==> src/rtl/i2s_tx_serializer.sv <==
// i2s_tx_serializer: valid/ready stereo sample pair to Philips I2S with frame strobe and underrun flag
module i2s_tx_serializer #(
  parameter int CLK_DIV = 4,
  parameter int SLOT_BITS = 16
) (
  input  logic        clk,
  input  logic        resetn,
  input  logic [15:0] in_left,
  input  logic [15:0] in_right,
  input  logic        in_valid,
  output logic        in_ready,
  output logic        i2s_bclk,
  output logic        i2s_lrclk,
  output logic        i2s_data,
  output logic        frame_start,
  output logic        underrun
);
  localparam int DW = CLK_DIV > 1 ? $clog2(CLK_DIV) : 1;
  localparam int KW = $clog2(2 * SLOT_BITS);
  localparam int PAD = SLOT_BITS - 16;
  localparam logic [DW-1:0] DIV_MAX = DW'(CLK_DIV - 1);
  localparam logic [KW-1:0] K_LAST = KW'(2 * SLOT_BITS - 1);
  localparam logic [KW-1:0] K_LR_ON = KW'(SLOT_BITS - 1);
  localparam logic [KW-1:0] K_LR_OFF = KW'(2 * SLOT_BITS - 2);
  logic [DW-1:0] div;
  logic [KW-1:0] k, k_nx;
  logic [15:0] hold_l, hold_r;
  logic [2*SLOT_BITS-1:0] sh, sh_nx;
  logic full, full_nx, accept, fall, load;
  always_comb begin
    accept = in_valid && in_ready;
    fall = div == DIV_MAX && i2s_bclk;
    k_nx = k == K_LAST ? '0 : k + 1'b1;
    load = fall && k_nx == '0;
    // on underrun the shift register keeps the previous pair, so it is simply resent
    sh_nx = load && full ? {SLOT_BITS'(hold_l) << PAD, SLOT_BITS'(hold_r) << PAD} : sh;
    full_nx = accept || (full && !load);
  end
  always_ff @(posedge clk) begin
    if (!resetn) begin
      div <= '0;
      k <= K_LAST;
      i2s_bclk <= 1'b0;
      i2s_lrclk <= 1'b0;
      i2s_data <= 1'b0;
      in_ready <= 1'b1;
      frame_start <= 1'b0;
      underrun <= 1'b0;
      full <= 1'b0;
      hold_l <= '0;
      hold_r <= '0;
      sh <= '0;
    end else begin
      div <= div == DIV_MAX ? '0 : div + 1'b1;
      if (div == DIV_MAX) i2s_bclk <= !i2s_bclk;
      if (fall) begin
        k <= k_nx;
        i2s_lrclk <= k_nx >= K_LR_ON && k_nx <= K_LR_OFF;
        i2s_data <= sh_nx[K_LAST - k_nx];
      end
      frame_start <= load;
      underrun <= load && !full;
      if (accept) begin
        hold_l <= in_left;
        hold_r <= in_right;
      end
      full <= full_nx;
      in_ready <= !full_nx;
      sh <= sh_nx;
    end
  end
endmodule

==> config.mk <==
export PLATFORM = sky130hd
export DESIGN_NAME = i2s_tx_serializer
export DESIGN_NICKNAME = d
export VERILOG_FILES = /design/src/rtl/i2s_tx_serializer.sv
export SDC_FILE = /design/constraint.sdc
export NUM_CORES = 1
export LEC_CHECK = 0
export ABC_CLOCK_PERIOD_IN_PS = 3340
export BUFFER_PORTS_ARGS = -buffer_cell sky130_fd_sc_hd__buf_2
export CAP_MARGIN = 15
export CORE_ASPECT_RATIO = 1.25
export CORE_MARGIN = 2
export CORE_UTILIZATION = 45
export CTS_BUF_LIST = sky130_fd_sc_hd__clkbuf_2 sky130_fd_sc_hd__clkbuf_4 sky130_fd_sc_hd__clkbuf_8
export DETAILED_ROUTE_END_ITERATION = 8
export HOLD_SLACK_MARGIN = 0.12
export PLACE_DENSITY_LB_ADDON = 0.12
export RECOVER_POWER = 50
export SKIP_LAST_GASP = 1
export SLEW_MARGIN = 20
export SYNTH_ARGS = -nofsm -noshare
export SYNTH_HDL_FRONTEND = slang
export SYNTH_SLANG_ARGS = --single-unit
==> constraint.sdc <==
create_clock -name clk -period 3.34 [get_ports clk]
set_input_delay 0.334 -clock clk [delete_from_list [all_inputs] [get_ports clk]]
set_output_delay 0.334 -clock clk [all_outputs]
set_load 0.005 [all_outputs]
# == Word-level counts from Yosys, hierarchy flattened ==
# Cells that the tools add are included.
# W data, S select, Z words.
# op_classes
add_sub_neg,3
muxes,4
reduce_logical,14
bitwise_logic,1
eq_ne,2
order_cmp,3
# ops
operator,count
$mux W32,1
$logic_and A1 B1 Y1,7
$lt A5 B6 Y1 const B,1
$add A5 B1 Y5 const B,1
$bmux W1 S5,1
$eq A5 B5 Y1 const B,1
$ge A5 B4 Y1 const B,1
$le A5 B5 Y1 const B,1
$logic_not A5 Y1,1
$mux W5,1
$sub A5 B5 Y5 const A,1
$logic_not A1 Y1,4
$add A2 B1 Y2 const B,1
$eq A2 B2 Y1 const B,1
$reduce_or A2 Y1,1
$logic_or A1 B1 Y1,1
$mux W1,1
$not A1 Y1,1
# totals
elab_cells,39
output_inout_bits,6
reg_bits,78
inputBits,35

# == Depth between registers and ports, before layout ==
# logic_depth
ltp_word,8
ltp_mapped,13
ltp_nobuf,11

# == Worst setup path after synthesis ==
# Ideal clock, no wire load.
# synth_path
path_kind,reg2reg
from,reg k[0]
to,reg i2s_data
required_ns,3.213
period_less_slack_ns,2.895
setup_slack_ns,0.445
setup_time_ns,0.127
arrival_time_ns,2.768
stages_incl_launch_ff,14
path_buffers,2
cell_sequence,dfxtp_1 -> ha_1 -> and3_1 -> ha_1 -> and3b_1 -> nand2_1 -> nor3_4 -> buf_6 -> buf_8 -> mux2i_1 -> o22ai_1 -> nor3_2 -> o22ai_1 -> or3_1
# synth_via
elab_chain_len,8
elab_cells_between_ends,10
cone_classes,add/sub: 2; eq/ne: 1; mux: 4; reduce/logical: 3
# synth_lines
item,line,rtl
"start, declared",26,"logic [KW-1:0] k, k_nx;"
"start signal, assigned",57,k <= k_nx;
$add A5 B1 Y5 or $eq A5 B5 Y1 (tied branches),33,k_nx = k == K_LAST ? '0 : k + 1'b1;
$mux W5 *,33,
net k_nx[4],26,
"parallel branches: the longest is 4 deep, another holds $sub A5 B5 Y5",-,
$bmux W1 S5 *,59,i2s_data <= sh_nx[K_LAST - k_nx];
$mux W1 (implied by the code) *,59,
"end signal, assigned",59,
"end, declared",14,"output logic i2s_data,"
# Mark *: on every way through the listed nets, which the timed path passes. The select of a mux whose other input is x is not followed.
# A chain may end at the register's enable or synchronous reset.

# == Worst setup path in the final report ==
# layout_path
from,reg k[1]
to,reg i2s_data
# Same word-level chain as after synthesis.

==> results.ini <==
[critical_path]
arrival_ps = 3270
cpMaxStageDelayCell = dfxtp_1
critPathMaxFanout = 13
cpPeakStageDelay_ps = 340
required_ps = 3570
startpoint_type = register
endpoint_kind = register
worstSetupPathType = reg -> reg
crit_chain = ha_1, and3_1, ha_1, and3b_1, nand2_1, nor3_4, buf_4, mux2i_1, o22ai_1, nor3_1, o22ai_1, or3_1

[global_routing]
grt_pass1_vias = 2195
grt_use_total = 0.182
antenna_found_initial = 0
grt-ovfl-total = 0
grt_max_degree = 44
grt_pass1_wl_um = 10800

[final_layout]
mostFrequentLayoutCells = 78 x dfxtp_1, 74 x nand2_1, 42 x a21oi_1, 40 x nor2_1, 39 x buf_2
antennaDiodeCount = 0
fill_cells = 650
area_growth_pct = 14.7
layout_commonest_cell = dfxtp_1
post-route-util = 0.537
stdcell_area_um2 = 3570
regArea_um2 = 1560
nets = 427
layout.cells.non_filler = 479
drive_gt1_frac = 0.166
multi_input_area_um2 = 1430

[synthesis]
seq_area_frac_synth = 0.502
syn_area_um2 = 3110
yosysTopAreaCell = dfxtp_1
ys_ff_latch = 78
avgSynthCellArea_um2 = 8.77
synth_fp_nets = 393
syn_inst = 355
yosysWarnings = 0
synth_cell_type_count = 40
netlist_top_cells_area = dfxtp_1 50%, mux2i_1 11%, nand2_1 8.9%
synth_top_area_frac = 0.502

[placed_design]
hpwl_um = 4290
placedCellCount = 465
globalplace.congestion = 0.789
port_buffers = 40
placed_cell_area_um2 = 3370

[routing]
wl_um = 6380
antenna_left = 0
via_count = 2403
drt_first_iter_violations = 125
avgViaCountPerCell = 5.02
drtPass1Iterations = 4
wl_per_cell_um = 13.3
drc = 0

[sta]
final.setup.tns_ps = 0
tightest_slew_ps = 1060
setup-violations-final = 0
timing.slew.headroom = 0.295
skew_ps = 10.5
slew_viol_final = 0
rsz0062_at_grt = false
timing_hold_violations_final = 0
fmax_mhz = 328
period_needed_ps = 3050
fin_crit_sh = 0.912

[clock_network]
cts_root_buf = clkbuf_8
clockBufferDepth = 2
cts_made_buffers = 9
hold_buffers = 0
cts_post_setup_buffers_inserted = 0
cts_sinks = 78
cts_tree = yes
cts_resized = 0
worstSkewPairLatency_ps = 350
htree_levels = 3
clk_pin_slew_worst_paths_ps = 80

[job]
drv_cap = 0

[worst_hold_path]
worstHoldPathType = in -> reg

[pwr]
power_density_nw_per_um2 = 509
p_leak_uw = 0.00135
peakVddDrop_uv = 272

[outcome]
outcome = complete, no violations

[die]
row_count = 33
core_area_um2 = 6650
die_w_um = 78.4
die_y_um = 97.0
die_area_um2 = 7600
num_io_pins = 41
start_util = 0.468

final cells by class:
type                            instances  area share
Clock inverter                          4      0.0207
Multi-Input combinational cell        252       0.402
Sequential cell                        78       0.437
Clock buffer                           10      0.0368
Tap cell                               87      0.0305
Inverter                                2     0.00210
Timing Repair Buffer                   46      0.0708
stage by stage:
step	total power, uW	setup WS, ps	hold WS (ps)
after global routing	1900	61.7	210
after global placement	1110	394	415
after CTS	1850	285	203
after floorplan	1070	445	404
after detailed placement	1110	306	423
final	1820	293	220
flip-flops by register name, summed over array words and instances (netlist names), 2 cells and up:
signal	cells
div	2
hold_l	16
hold_r	16
k	5
sh	32
metal layers:
metal / GRT usage / routed length [um] / up-vias
met5: 0 / 0 / -
met4: 0.0864 / 127 / 0
met3: 0.0429 / 221 / 11
met2: 0.277 / 2920 / 41
met1: 0.243 / 3110 / 1076
li1: - / - / 1275
synth_stat cells:
library cell	n
dfxtp_1	78
nand2_1	74
a21oi_1	42
nor2_1	40
mux2i_1	35
clkbuf_1	18
o21ai_0	7
nor3_1	6
o22ai_1	6
o211ai_1	5
nand2b_1	4
ha_1	3
nand3_1	3
or3_1	3
xnor2_1	3
and2b_1	2
nor4_1	2
or2_1	2
a2111oi_0	1
a211oi_1	1
a21oi_2	1
a221o_1	1
and2_1	1
and3_1	1
and3b_1	1
buf_1	1
buf_2	1
buf_4	1
buf_6	1
buf_8	1
inv_1	1
inv_2	1
mux2i_4	1
nand3_2	1
nor3_2	1
nor3_4	1
nor3b_1	1
o2111ai_1	1
o21ai_1	1
or2_2	1
logic make-up after synthesis:
group | after synthesis | share of synthesized area
muxes | 36 | 0.120
xor gates and xnor gates | 3 | 0.00844
AOI/OAI and AO/OA | 66 | 0.119
buffers and inverters | 25 | 0.0378
DFF | 78 | 0.502
and+or+nand+nor | 144 | 0.202
adders and majority gates | 3 | 0.0121
path summary, 6_finish.rpt:
check,startpoint,end,slack (ps),cells after the start
hold reg to reg,div[0],div[0],430,1
hold / removal,in_right[1],hold_r[1],220,3
setup / recovery,k[1],i2s_data,290,12
setup reg to reg,k[1],i2s_data,290,12
where the power goes:
group          switching (uW)  internal (uW)
combinational            61.2           42.6
sequential               17.8            960
clock                     316            421
total                     395           1420
worst max-delay path, delay by kind of cell (launching register included):
family                     cells  cell delay, ps
AOI/OAI and AO/OA              2             240
adders and majority gates      2             530
buffers and inverters          1             290
DFF                            1             340
muxes                          1             280
and+or+nand+nor                6            1250
Power figures use the tool's default switching activity.
